## config.mk

```make
export PLATFORM = sky130hd
export DESIGN_NAME = dispatch_queue_flat
export DESIGN_NICKNAME = d
export VERILOG_FILES = /design/src/rtl/dispatch_queue_pkg.sv /design/src/rtl/dispatch_queue_if.sv /design/src/rtl/dispatch_queue_decoder.sv /design/src/rtl/dispatch_queue.sv /design/src/flat_wrapper.sv
export SDC_FILE = /design/constraint.sdc
export NUM_CORES = 1
export LEC_CHECK = 0
export CAP_MARGIN = 5
export CORE_ASPECT_RATIO = 1.2
export CORE_UTILIZATION = 58
export DETAILED_ROUTE_END_ITERATION = 8
export PLACE_DENSITY = 0.95
export SLEW_MARGIN = 15
export SYNTH_ARGS = -nofsm -noshare
export SYNTH_HDL_FRONTEND = slang
export SYNTH_SLANG_ARGS = --single-unit
export TNS_END_PERCENT = 100
```

## constraint.sdc

```tcl
create_clock -name clk_i -period 10.2 [get_ports clk_i]
set_input_delay 2.55 -clock clk_i [delete_from_list [all_inputs] [get_ports clk_i]]
set_output_delay 2.55 -clock clk_i [all_outputs]
set_load 0.03 [all_outputs]
```

## src/rtl/dispatch_queue_pkg.sv

```systemverilog
// Shared opcode header for the dispatch path: RV32 major opcodes, the MULDIV funct7
// and the execution-unit index used for the one-hot routing vector.
package dispatch_queue_pkg;

    localparam logic [6:0] OP_IMM    = 7'b0010011;
    localparam logic [6:0] OP_OP     = 7'b0110011;
    localparam logic [6:0] OP_LUI    = 7'b0110111;
    localparam logic [6:0] OP_AUIPC  = 7'b0010111;
    localparam logic [6:0] OP_JAL    = 7'b1101111;
    localparam logic [6:0] OP_JALR   = 7'b1100111;
    localparam logic [6:0] OP_BRANCH = 7'b1100011;
    localparam logic [6:0] OP_LOAD   = 7'b0000011;
    localparam logic [6:0] OP_STORE  = 7'b0100011;

    localparam logic [6:0] FUNCT7_MULDIV = 7'b0000001;

    localparam int NUM_UNITS = 4;

    typedef enum logic [1:0] {
        DISP_ALU    = 2'd0,
        DISP_LSU    = 2'd1,
        DISP_MULDIV = 2'd2,
        DISP_BR     = 2'd3
    } disp_e;

    // Legality is decided on the opcode alone, independent of what the decoder reports.
    function automatic logic opcode_legal(input logic [6:0] op);
        logic ok;
        case (op)
            OP_IMM, OP_OP, OP_LUI, OP_AUIPC,
            OP_JAL, OP_JALR, OP_BRANCH,
            OP_LOAD, OP_STORE: ok = 1'b1;
            default:           ok = 1'b0;
        endcase
        return ok;
    endfunction

endpackage

```

## src/rtl/dispatch_queue_if.sv

```systemverilog
// Fetch-side and unit-side handshakes of the dispatch queue, bundled as one interface.
interface dispatch_queue_if #(
    parameter int DEPTH = 4,
    parameter int XLEN  = 32
);
    localparam int CW = $clog2(DEPTH) + 1;

    logic            flush_i;
    logic            inst_valid_i;
    logic [XLEN-1:0] inst_i;
    logic [XLEN-1:0] pc_i;
    logic            inst_ready_o;

    logic            alu_valid_o;
    logic            lsu_valid_o;
    logic            muldiv_valid_o;
    logic            br_valid_o;
    logic            alu_ready_i;
    logic            lsu_ready_i;
    logic            muldiv_ready_i;
    logic            br_ready_i;

    logic [XLEN-1:0] issue_inst_o;
    logic [XLEN-1:0] issue_pc_o;
    logic            illegal_o;
    logic [CW-1:0]   count_o;

    modport master (
        output flush_i, inst_valid_i, inst_i, pc_i,
        output alu_ready_i, lsu_ready_i, muldiv_ready_i, br_ready_i,
        input  inst_ready_o,
        input  alu_valid_o, lsu_valid_o, muldiv_valid_o, br_valid_o,
        input  issue_inst_o, issue_pc_o, illegal_o, count_o
    );

    modport slave (
        input  flush_i, inst_valid_i, inst_i, pc_i,
        input  alu_ready_i, lsu_ready_i, muldiv_ready_i, br_ready_i,
        output inst_ready_o,
        output alu_valid_o, lsu_valid_o, muldiv_valid_o, br_valid_o,
        output issue_inst_o, issue_pc_o, illegal_o, count_o
    );

endinterface

```

## src/rtl/dispatch_queue_decoder.sv

```systemverilog
// Instruction class decoder: maps opcode/funct7 to the target execution unit.
// Unknown opcodes produce an all-zero result.
module decoder
    import dispatch_queue_pkg::*;
(
    input  logic [6:0] opcode_i,
    input  logic [6:0] funct7_i,
    output logic       alu_o,
    output logic       lsu_o,
    output logic       muldiv_o,
    output logic       br_o
);

    always_comb begin
        alu_o    = 1'b0;
        lsu_o    = 1'b0;
        muldiv_o = 1'b0;
        br_o     = 1'b0;
        case (opcode_i)
            OP_OP: begin
                if (funct7_i == FUNCT7_MULDIV) muldiv_o = 1'b1;
                else                           alu_o    = 1'b1;
            end
            OP_IMM, OP_LUI, OP_AUIPC:   alu_o = 1'b1;
            OP_LOAD, OP_STORE:          lsu_o = 1'b1;
            OP_JAL, OP_JALR, OP_BRANCH: br_o  = 1'b1;
            default: ;
        endcase
    end

endmodule

```

## src/rtl/dispatch_queue.sv

```systemverilog
// In-order instruction buffer: circular FIFO of {inst, pc} whose head is classified
// and handed to exactly one execution unit; illegal heads are popped and flagged.
module dispatch_queue
    import dispatch_queue_pkg::*;
#(
    parameter int DEPTH = 4,
    parameter int XLEN  = 32
) (
    input  logic           clk_i,
    input  logic           rst_ni,
    dispatch_queue_if.slave bus
);

    localparam int AW = $clog2(DEPTH);
    localparam int CW = AW + 1;

    logic [AW-1:0]   wr_ptr_q, wr_ptr_d;
    logic [AW-1:0]   rd_ptr_q, rd_ptr_d;
    logic [CW-1:0]   count_q, count_d;
    logic [XLEN-1:0] inst_mem_q [DEPTH];
    logic [XLEN-1:0] pc_mem_q   [DEPTH];

    logic [XLEN-1:0]      head_inst;
    logic [XLEN-1:0]      head_pc;
    logic [NUM_UNITS-1:0] unit_raw;
    logic [NUM_UNITS-1:0] unit_sel;
    logic [NUM_UNITS-1:0] unit_valid;
    logic [NUM_UNITS-1:0] unit_ready;
    logic                 not_empty;
    logic                 legal;
    logic                 illegal;
    logic                 inst_ready;
    logic                 enq;
    logic                 deq;

    assign head_inst = inst_mem_q[rd_ptr_q];
    assign head_pc   = pc_mem_q[rd_ptr_q];

    decoder u_decoder (
        .opcode_i (head_inst[6:0]),
        .funct7_i (head_inst[31:25]),
        .alu_o    (unit_raw[DISP_ALU]),
        .lsu_o    (unit_raw[DISP_LSU]),
        .muldiv_o (unit_raw[DISP_MULDIV]),
        .br_o     (unit_raw[DISP_BR])
    );

    assign unit_ready[DISP_ALU]    = bus.alu_ready_i;
    assign unit_ready[DISP_LSU]    = bus.lsu_ready_i;
    assign unit_ready[DISP_MULDIV] = bus.muldiv_ready_i;
    assign unit_ready[DISP_BR]     = bus.br_ready_i;

    // A legal opcode the decoder does not claim still has to go somewhere: default to ALU.
    always_comb begin
        unit_sel = unit_raw;
        if (unit_raw == '0) unit_sel[DISP_ALU] = 1'b1;
    end

    assign not_empty  = (count_q != '0);
    assign legal      = opcode_legal(head_inst[6:0]);
    assign unit_valid = unit_sel & {NUM_UNITS{not_empty & legal}};
    assign illegal    = not_empty & ~legal;
    assign inst_ready = (count_q != CW'(DEPTH));

    assign enq = bus.inst_valid_i & inst_ready & ~bus.flush_i;
    assign deq = (|(unit_valid & unit_ready)) | illegal;

    always_comb begin
        wr_ptr_d = wr_ptr_q;
        rd_ptr_d = rd_ptr_q;
        count_d  = count_q;
        if (bus.flush_i) begin
            wr_ptr_d = '0;
            rd_ptr_d = '0;
            count_d  = '0;
        end else begin
            if (enq) wr_ptr_d = wr_ptr_q + AW'(1);
            if (deq) rd_ptr_d = rd_ptr_q + AW'(1);
            count_d = count_q + CW'(enq) - CW'(deq);
        end
    end

    always_ff @(posedge clk_i or negedge rst_ni) begin
        if (!rst_ni) begin
            wr_ptr_q <= '0;
            rd_ptr_q <= '0;
            count_q  <= '0;
        end else begin
            wr_ptr_q <= wr_ptr_d;
            rd_ptr_q <= rd_ptr_d;
            count_q  <= count_d;
        end
    end

    // Storage is deliberately not reset; occupancy alone decides what is valid.
    always_ff @(posedge clk_i) begin
        if (enq) begin
            inst_mem_q[wr_ptr_q] <= bus.inst_i;
            pc_mem_q[wr_ptr_q]   <= bus.pc_i;
        end
    end

    assign bus.inst_ready_o   = inst_ready;
    assign bus.alu_valid_o    = unit_valid[DISP_ALU];
    assign bus.lsu_valid_o    = unit_valid[DISP_LSU];
    assign bus.muldiv_valid_o = unit_valid[DISP_MULDIV];
    assign bus.br_valid_o     = unit_valid[DISP_BR];
    assign bus.issue_inst_o   = head_inst;
    assign bus.issue_pc_o     = head_pc;
    assign bus.illegal_o      = illegal;
    assign bus.count_o        = count_q;

endmodule

```

## src/flat_wrapper.sv

```systemverilog
// flat-port wrapper written by rule: the top's interface ports become plain ports
module dispatch_queue_flat import dispatch_queue_pkg::*;
#(
    parameter int DEPTH = 4,
    parameter int XLEN  = 32
)
  (clk_i, rst_ni, bus_flush_i, bus_inst_valid_i, bus_inst_i, bus_pc_i, bus_alu_ready_i, bus_lsu_ready_i, bus_muldiv_ready_i, bus_br_ready_i, bus_inst_ready_o, bus_alu_valid_o, bus_lsu_valid_o, bus_muldiv_valid_o, bus_br_valid_o, bus_issue_inst_o, bus_issue_pc_o, bus_illegal_o, bus_count_o);
  dispatch_queue_if #(.DEPTH(DEPTH), .XLEN(XLEN)) bus_i ();
  input  logic clk_i;
  input  logic rst_ni;
  input wire logic [$bits(bus_i.flush_i)-1:0] bus_flush_i;
  input wire logic [$bits(bus_i.inst_valid_i)-1:0] bus_inst_valid_i;
  input wire logic [$bits(bus_i.inst_i)-1:0] bus_inst_i;
  input wire logic [$bits(bus_i.pc_i)-1:0] bus_pc_i;
  input wire logic [$bits(bus_i.alu_ready_i)-1:0] bus_alu_ready_i;
  input wire logic [$bits(bus_i.lsu_ready_i)-1:0] bus_lsu_ready_i;
  input wire logic [$bits(bus_i.muldiv_ready_i)-1:0] bus_muldiv_ready_i;
  input wire logic [$bits(bus_i.br_ready_i)-1:0] bus_br_ready_i;
  output wire logic [$bits(bus_i.inst_ready_o)-1:0] bus_inst_ready_o;
  output wire logic [$bits(bus_i.alu_valid_o)-1:0] bus_alu_valid_o;
  output wire logic [$bits(bus_i.lsu_valid_o)-1:0] bus_lsu_valid_o;
  output wire logic [$bits(bus_i.muldiv_valid_o)-1:0] bus_muldiv_valid_o;
  output wire logic [$bits(bus_i.br_valid_o)-1:0] bus_br_valid_o;
  output wire logic [$bits(bus_i.issue_inst_o)-1:0] bus_issue_inst_o;
  output wire logic [$bits(bus_i.issue_pc_o)-1:0] bus_issue_pc_o;
  output wire logic [$bits(bus_i.illegal_o)-1:0] bus_illegal_o;
  output wire logic [$bits(bus_i.count_o)-1:0] bus_count_o;
  assign bus_i.flush_i = bus_flush_i;
  assign bus_i.inst_valid_i = bus_inst_valid_i;
  assign bus_i.inst_i = bus_inst_i;
  assign bus_i.pc_i = bus_pc_i;
  assign bus_i.alu_ready_i = bus_alu_ready_i;
  assign bus_i.lsu_ready_i = bus_lsu_ready_i;
  assign bus_i.muldiv_ready_i = bus_muldiv_ready_i;
  assign bus_i.br_ready_i = bus_br_ready_i;
  assign bus_inst_ready_o = bus_i.inst_ready_o;
  assign bus_alu_valid_o = bus_i.alu_valid_o;
  assign bus_lsu_valid_o = bus_i.lsu_valid_o;
  assign bus_muldiv_valid_o = bus_i.muldiv_valid_o;
  assign bus_br_valid_o = bus_i.br_valid_o;
  assign bus_issue_inst_o = bus_i.issue_inst_o;
  assign bus_issue_pc_o = bus_i.issue_pc_o;
  assign bus_illegal_o = bus_i.illegal_o;
  assign bus_count_o = bus_i.count_o;
  dispatch_queue #(.DEPTH(DEPTH), .XLEN(XLEN)) u_core (.clk_i(clk_i), .rst_ni(rst_ni), .bus(bus_i));
endmodule
```

## Word level (Yosys, flattened, before mapping)

Memories as Yosys holds them, arrays and structs flattened.
Index checks and enable logic that the tools add are counted.

- Add/sub/neg operators: 4
- Eq/ne operators: 11
- Mux-type cells: 15
- Bitwise logic cells: 9
- Reduce and logical (&&, ||, !) cells: 9

Operators with widths:

| kind | number |
|---|---|
| $eq 7x6->1 const B | 3 |
| $eq 7x7->1 const B | 3 |
| $eq 7x5->1 const B | 2 |
| $mux 1 | 9 |
| $reduce_or 9->1 | 1 |
| $and 4x4->4 | 2 |
| $mux 2 | 4 |
| $eq 7x1->1 const B | 1 |
| $eq 7x2->1 const B | 1 |
| $reduce_or 3->1 | 2 |
| $add 2x1->2 const B | 2 |
| $and 1x1->1 | 4 |
| $logic_not 4->1 | 1 |
| $reduce_bool 2->1 | 2 |
| $reduce_or 4->1 | 1 |
| $add 3x1->3 | 1 |
| $mux 3 | 1 |
| $ne 3x3->1 const B | 1 |
| $reduce_bool 3->1 | 1 |
| $sub 3x1->3 | 1 |
| $not 1->1 | 2 |
| $pmux 1 s2 | 1 |
| $reduce_or 2->1 | 1 |
| $or 1x1->1 | 1 |

- Register bits: 7
- Memory bits (writable): 256
- Input port bits: 72
- Memories: 2

Memories:

| memory | words | bits a word | read ports | clocked after memory_dff | write ports | line | text |
|---|---|---|---|---|---|---|---|
| u_core.inst_mem_q | 4 | 32 | 1 | 0 | 1 | dispatch_queue.sv:20 | `logic [XLEN-1:0] inst_mem_q [DEPTH];` |
| u_core.pc_mem_q | 4 | 32 | 1 | 0 | 1 | dispatch_queue.sv:21 | `logic [XLEN-1:0] pc_mem_q [DEPTH];` |

## Depth between registers and ports, before layout

Gate-level depths: netlist of run 1.
An unclocked memory read counts as a cell.

- Word-level depth: 12
- Mapped depth: 16
- Gate-level depth less buffers: 13

## By module

From an unflattened synthesis of run 1, not the netlist that was laid out.

- Cells, all modules: 417
- Area, all modules: 9885.7 um^2

Modules (own cells, without submodules):

| module | times used | cells each | area an instance (um^2) |
|---|---|---|---|
| dispatch_queue | 1 | 405 | 9809.4 |
| decoder | 1 | 12 | 76.3 |

## Least setup slack after synthesis of run 1

No wires, ideal clock.

- Kind: register -> output
- From: register u_core.rd_ptr_q[0]
- To: output port bus_muldiv_valid_o
- Data arrival time: 2.893 ns
- Required time: 7.650 ns
- Setup slack: 4.757 ns
- Cell stages (with the launch flop): 7
- Path buffers: 2
- Path through: dfrtp_1 buf_6 buf_12 mux4_1 nand3_1 or4_1 nor4_1

- Word-level cells in the longest chain between the ends: 6
- Elaborated cells on any way between the ends: 17
- Classes of those cells: eq/ne: 10; mux: 3; bitwise: 2; reduce/logical: 1; memory: 1

RTL lines:

| what | line | text |
|---|---|---|
| start: declaration | dispatch_queue.sv:18 | `logic [AW-1:0] rd_ptr_q, rd_ptr_d;` |
| start signal: assignment | dispatch_queue.sv:90 | `rd_ptr_q <= rd_ptr_d;` |
| $mem_v2 4x32 * | -- |  |
| named net bus_issue_inst_o[0] | flat_wrapper.sv:24 | `output wire logic [$bits(bus_i.issue_inst_o)-1:0] bus_issue_inst_o;` |
| $eq 7x5->1, or another cell as far along | dispatch_queue_pkg.sv:29 | `case (op)` |
| $reduce_or 9->1 | dispatch_queue_pkg.sv:29 |  |
| $mux 1 | dispatch_queue_pkg.sv:29 |  |
| $and 1x1->1 | dispatch_queue.sv:61 | `assign unit_valid = unit_sel & {NUM_UNITS{not_empty & legal}};` |
| $and 4x4->4 * | dispatch_queue.sv:61 |  |
| end: declaration | flat_wrapper.sv:22 | `output wire logic [$bits(bus_i.muldiv_valid_o)-1:0] bus_muldiv_valid_o;` |

The timed path passes the listed nets; every way through them passes the cells marked *.

## Worst setup path after layout of run 1

- From: register u_core.rd_ptr_q[0]
- To: output port bus_muldiv_valid_o

- Word-level cells in the longest chain between the ends: 6
- Elaborated cells on any way between the ends: 17
- Classes of those cells: eq/ne: 10; mux: 3; bitwise: 2; reduce/logical: 1; memory: 1

RTL lines:

| what | line |
|---|---|
| $mem_v2 4x32 * | -- |
| $eq 7x5->1, or another cell as far along | dispatch_queue_pkg.sv:29 |
| $reduce_or 9->1 | dispatch_queue_pkg.sv:29 |
| $mux 1 | dispatch_queue_pkg.sv:29 |
| $and 1x1->1 | dispatch_queue.sv:61 |
| $and 4x4->4 * | dispatch_queue.sv:61 |

Mark *: on every way between the ends. The rest lies on a longest branch, timed or not.

==> out/metrics.cfg, run 1 <==
[outcome]
status=completed

[critical_path]
path_class=reg -> out
crit_slowest_cell=buf_4
r2r_slack_ns=5.58
path_cells=buf_4, mux4_1, nand2b_1, or4_1, nor4_1, clkdlybuf4s50_1
crit_required_ns=7.65
critPathMaxStageDelay_ns=0.75
crit_fanout=45
end_kind=output pin
cp-start-kind=flip-flop
crit_arrival_ns=4.32

[synthesis]
synth.top_cells.by_count=edfxtp_1, mux4_2, nor2_1
synth-seq-cells=263
synth_edf_count=256
synthesis.nets=497
yosys_warnings=0
synthCells=418
async_flop_share_pct=2.66
synth_ff_type=edfxtp_1
synth.avg_cell_area_um2=23.8
synth_most_common_cell=edfxtp_1
netlist_area_mm2=0.00995
yosysTopAreaCell=edfxtp_1
yosysTopAreaCellShare_pct=77.3
synth.distinct_cells=40
yosys-top-cells-area=edfxtp_1, mux4_2, dfrtp_1
yosysSeqAreaShare_pct=79.0

[global_routing]
grt.total_usage_pct=20.9
grt_max_degree=68
grt_pass1_wl_um=27700
antenna_found_initial=0
grt_pass1_vias=5028
grt_overflow=0

[job]
cap_violations=0

[sta]
finalClockSkew_ns=0.0127
timing.final.crit_share_pct=67.3
setup_viol=0
slew_headroom_pct=35.1
rsz0062_at_grt=false
tightest_slew_ns=0.973
fmax_mhz=146
finalHoldViolations=0
slew_viol_final=0
setup_tns_ns=0
min_period_ns=6.87

[place]
gp_congestion=0.856
io_buffers=144
placed_cell_area_mm2=0.0116
dp_hpwl_um=10500

[final_layout]
syn_to_final_growth_pct=24.3
drive_above_1_share_pct=17.8
finalNetCount=651
final_cell_area_mm2=0.0124
num_antenna_cells=0

[routing]
drt_iter0_markers=218
via_per_inst=5.92
drc=0
wire_per_inst_um=22.3
detail-route-antenna-nets=0
wl_um=17900
vias=4767
drt_first_pass_iters=5

[floorplan]
start_util_pct=59.0
die_area_mm2=0.0177
die_x_um=122
rows=52
die_y_um=145
ios=145
coreArea_mm2=0.0169

[clock_network]
numCtsBuffers=24
path_clk_slew_ns=0.06
clock-sinks=263
clkLatencyLatePin_ns=0.50
h-tree-depth=1
cts_resized=0
clockBufferDepth=3
cts_hold_buf=0
cts_tree=yes
root_buffer=clkbuf_16
cts_setup_buffers=0

[pwr]
p_leak_nw=3.95
power_density_mw_per_mm2=250
irDropWorstVdd_mv=0.176

[hold_path]
hp-class=reg -> reg

[worst max-delay path: cells and delay by family, from the launching register on]
family	cells	cell delay, ns
AND/OR/NAND/NOR	3	0.87
buffers and inverters	2	1.47
flip-flops	1	0.72
multiplexers	1	0.71
[cells by family (layout without fill, tap and decap cells)]
family	Yosys count	after routing	synth area share (%)
flip-flops	263	263	79.0
multiplexers	66	66	14.9
AND/OR/NAND/NOR	49	49	3.06
buffers and inverters	23	194	1.19
adder cells (fa/ha/maj)	7	7	0.956
AO/OA/AOI/OAI	7	7	0.553
XOR/XNOR	3	3	0.264
[state kept, by name, summed over array words and instances, names as in the netlist]
register,count
u_core.rd_ptr_q,2
u_core.pc_mem_q,128
u_core.inst_mem_q,128
u_core.wr_ptr_q,2
u_core.bus.count_o,3
[placed cells by master, fill, tap and decap left out, types with 2 or more instances in the layout]
cell type        instances
dfrtp_1                  5
dfrtp_4                  2
bufinv_16                2
xnor2_1                  2
a211oi_1                 2
nor2_1                  10
mux4_2                  58
clkinv_1                 3
nand2_1                  7
nor4_1                   4
nor2b_1                  2
nor3_1                   3
or4_1                    2
clkbuf_1                 6
ha_1                     6
clkdlybuf4s50_1        144
nor3b_1                  3
clkbuf_16               25
edfxtp_1               256
clkbuf_8                 2
clkinv_2                 4
mux4_1                   6
nand2b_1                 3
nand3_1                  2
inv_1                    6
and2_4                   4
[final cells by class]
class	count	area, um2
clock buffers	33	676
clock inverters	10	98.8
fillers	916	4490
inverters	6	22.5
multi-input cells	132	1980
flip-flops and latches	263	7870
well taps	216	270
repair buffers	145	1450
[report_power, final]
| part | switching (mW) | internal, mW | leakage (nW) |
|---|---|---|---|
| combinational | 0.475 | 0.419 | 1.16 |
| sequential | 0.0672 | 1.26 | 2.41 |
| clock | 0.360 | 0.513 | 0.378 |
[stage by stage]
stage / util [%] / cells / setup WS (ns) / power [mW] / hold WS (ns)
3_5_place_dp: 68.8 / 762 / 3.82 / 2.25 / 0.617
4_1_cts: 73.4 / 805 / 3.28 / 3.12 / 0.639
3_3_place_gp: 68.8 / 762 / 3.83 / 2.23 / 0.552
6_report: 73.4 / 805 / 3.33 / 3.10 / 0.638
2_1_floorplan: - / 418 / 4.76 / 1.92 / 0.543
5_1_grt: 73.4 / 805 / 3.00 / 3.21 / 0.647
[per-layer routing]
metal  part of all wire, %  wire length, um  vias to the layer above  track usage [%]
met5                     0                0                        -                0
met3                   6.9             1230                       32             3.92
met4                   2.1              379                        0             5.31
met2                    53             9410                      202             35.6
met1                    38             6900                     2455             27.9
li1                      -                -                     2078                -
[final timing paths]
kind / start / end / cells past startpoint
max in group asynchronous: rst_ni / u_core.rd_ptr_q[0]$_DFFE_PN0P_ / 1
min: u_core.wr_ptr_q[1]$_DFFE_PN0P_ / u_core.wr_ptr_q[1]$_DFFE_PN0P_ / 2
max: u_core.rd_ptr_q[0]$_DFFE_PN0P_ / bus_muldiv_valid_o / 6
min reg2reg: u_core.wr_ptr_q[1]$_DFFE_PN0P_ / u_core.wr_ptr_q[1]$_DFFE_PN0P_ / 2
max reg2reg: u_core.rd_ptr_q[0]$_DFFE_PN0P_ / u_core.bus.count_o[2]$_DFF_PN0_ / 14
min in group asynchronous: rst_ni / u_core.bus.count_o[2]$_DFF_PN0_ / 1
No activity file was read; power rests on OpenSTA's default activity.
==> run 2: changes to the inputs <==
--- a/config.mk
+++ b/config.mk
@@ -7,9 +7,9 @@
 export LEC_CHECK = 0
 export CAP_MARGIN = 5
 export CORE_ASPECT_RATIO = 1.2
-export CORE_UTILIZATION = 58
+export CORE_UTILIZATION = 49
 export DETAILED_ROUTE_END_ITERATION = 8
-export PLACE_DENSITY = 0.95
+export PLACE_DENSITY = 0.87
 export SLEW_MARGIN = 15
 export SYNTH_ARGS = -nofsm -noshare
 export SYNTH_HDL_FRONTEND = slang
==> constraint.sdc (replaced) <==
create_clock -name clk_i -period 5.5 [get_ports clk_i]
set_input_delay 1.375 -clock clk_i [delete_from_list [all_inputs] [get_ports clk_i]]
set_output_delay 1.375 -clock clk_i [all_outputs]
set_load 0.03 [all_outputs]
==> run 2 against run 1 <==
Net effect:
- non-clock buffer count rose by 1
- critical endpoint is now bus_alu_valid_o
- final cell count rose by 5.2%
- first-iteration DRC count rose by 18%
- highest routed layer unchanged
- hold slack got worse by 0.017 ns
- routed wire length fell by 1.1%
- global-route usage fell by 3.3 points
==> out/metrics.cfg, run 2 (synthesis results as in run 1) <==
[routing]
wire_per_inst_um=20.9
detail-route-antenna-nets=0
drc=0
wl_um=17700
drt_first_pass_iters=4
vias=4655
drt_iter0_markers=258
via_per_inst=5.50

[critical_path]
path_cells=buf_4, mux4_2, nor4bb_1, and4b_2, nor3b_1, clkdlybuf4s50_1
cp-start-kind=flip-flop
crit_slowest_cell=dfrtp_4
crit_buf_inv=2
r2r_slack_ns=1.49
crit_arrival_ns=3.68
crit_fanout=36
cp_top_family=buffers and inverters
path_class=reg -> out
critPathMaxStageDelay_ns=0.77
crit_required_ns=4.12
end_kind=output pin

[floorplan]
coreArea_mm2=0.0197
rows=56
die_x_um=132
die_area_mm2=0.0209
ios=145
die_y_um=158
start_util_pct=50.5

[global_routing]
grt_overflow=0
antenna_found_initial=0
grt_pass1_vias=4992
grt.total_usage_pct=17.6
grt_max_degree=65
grt_pass1_wl_um=27900

[pwr]
p_leak_nw=3.93
irDropWorstVdd_mv=0.357
power_density_mw_per_mm2=459

[clock_network]
numCtsBuffers=24
cts_setup_buffers=0
clockBufferDepth=3
path_clk_slew_ns=0.07
cts_hold_buf=0
cts_resized=0
cts_tree=yes
clock-sinks=263
h-tree-depth=1
clkLatencyLatePin_ns=0.51
root_buffer=clkbuf_16

[sta]
rsz0062_at_grt=false
slew_headroom_pct=32.9
min_period_ns=5.06
fmax_mhz=198
timing.final.crit_share_pct=92.0
setup_tns_ns=0
finalHoldViolations=0
setup_viol=0
slew_viol_final=0
finalClockSkew_ns=0.00958
tightest_slew_ns=1.01

[place]
placedCellCount=808
dp_hpwl_um=10500
io_buffers=144
gp_congestion=0.816

[final_layout]
post-route-util_pct=62.9
num-fill-cells=1290
seq_area_mm2=0.00787
syn_to_final_growth_pct=24.5
drive_above_1_share_pct=17.2
num_antenna_cells=0
multi_input_area_mm2=0.00198
finalNetCount=652
final_cells=847
most-common-layout-cells=edfxtp_1, clkdlybuf4s50_1, mux4_2, clkbuf_16, nor2_1
final_common_cell=edfxtp_1

[hold_path]
hp-class=reg -> reg

[job]
cap_violations=0

[outcome]
status=completed

==> run 2: cell count changes in the layout (fill, tap and decap cells not counted) <==
cell      before  now
clkinv_2       4    1
clkbuf_8       2    0
clkinv_1       3    5
buf_4          1    2
clkbuf_1       6    5
==> run 2: tightest hold or removal path: cells and delay by family, from the launching register on <==
family / cells / cell delay (ns)
AOI/OAI and AO/OA: 1 / 0.06
and+or+nand+nor: 1 / 0.09
DFF: 1 / 0.43
==> run 2: per-stage QoR <==
step	worst slack, ns	instance area (um2)	power, mW	hold WS, ns
after floorplan	1.23	9950	3.57	0.543
after global placement	0.957	11700	4.14	0.555
after detailed placement	0.918	11700	4.17	0.598
after CTS	0.355	12400	5.75	0.608
after global routing	0.231	12400	5.91	0.640
final	0.442	12400	5.69	0.620
==> run 2: power by group <==
group | internal, mW | total (mW) | switching (mW) | leakage [nW]
registers | 2.34 | 2.47 | 0.125 | 2.41
clock network | 0.915 | 1.58 | 0.665 | 0.354
logic | 0.774 | 1.64 | 0.869 | 1.17
==> run 2: path summary, 6_finish.rpt <==
kind	to	depth (start not counted)	startpoint
max	bus_alu_valid_o	6	u_core.rd_ptr_q[1]$_DFFE_PN0P_
min	u_core.wr_ptr_q[1]$_DFFE_PN0P_	2	u_core.wr_ptr_q[1]$_DFFE_PN0P_
max reg2reg	u_core.bus.count_o[2]$_DFF_PN0_	14	u_core.rd_ptr_q[1]$_DFFE_PN0P_
min reg2reg	u_core.wr_ptr_q[1]$_DFFE_PN0P_	2	u_core.wr_ptr_q[1]$_DFFE_PN0P_
max in group asynchronous	u_core.rd_ptr_q[1]$_DFFE_PN0P_	1	rst_ni
min in group asynchronous	u_core.bus.count_o[1]$_DFF_PN0_	1	rst_ni
==> run 2: layout make-up <==
| cell class | count | area share, % |
|---|---|---|
| timing repair buffer | 146 | 11.8 |
| clock buffer | 30 | 5.20 |
| sequential | 263 | 63.5 |
| inverter | 6 | 0.182 |
| tap | 261 | 2.64 |
| clock inverter | 9 | 0.737 |
| multi-input combinational | 132 | 15.9 |
==> run 2: routing by layer <==
layer / share of wire, % / up-vias / global-route usage [%]
met5: 0 / - / 0
met4: 2.7 / 0 / 6.53
met3: 5.4 / 39 / 3.07
met2: 50 / 155 / 30.0
met1: 42 / 2393 / 23.0
li1: - / 2068 / -
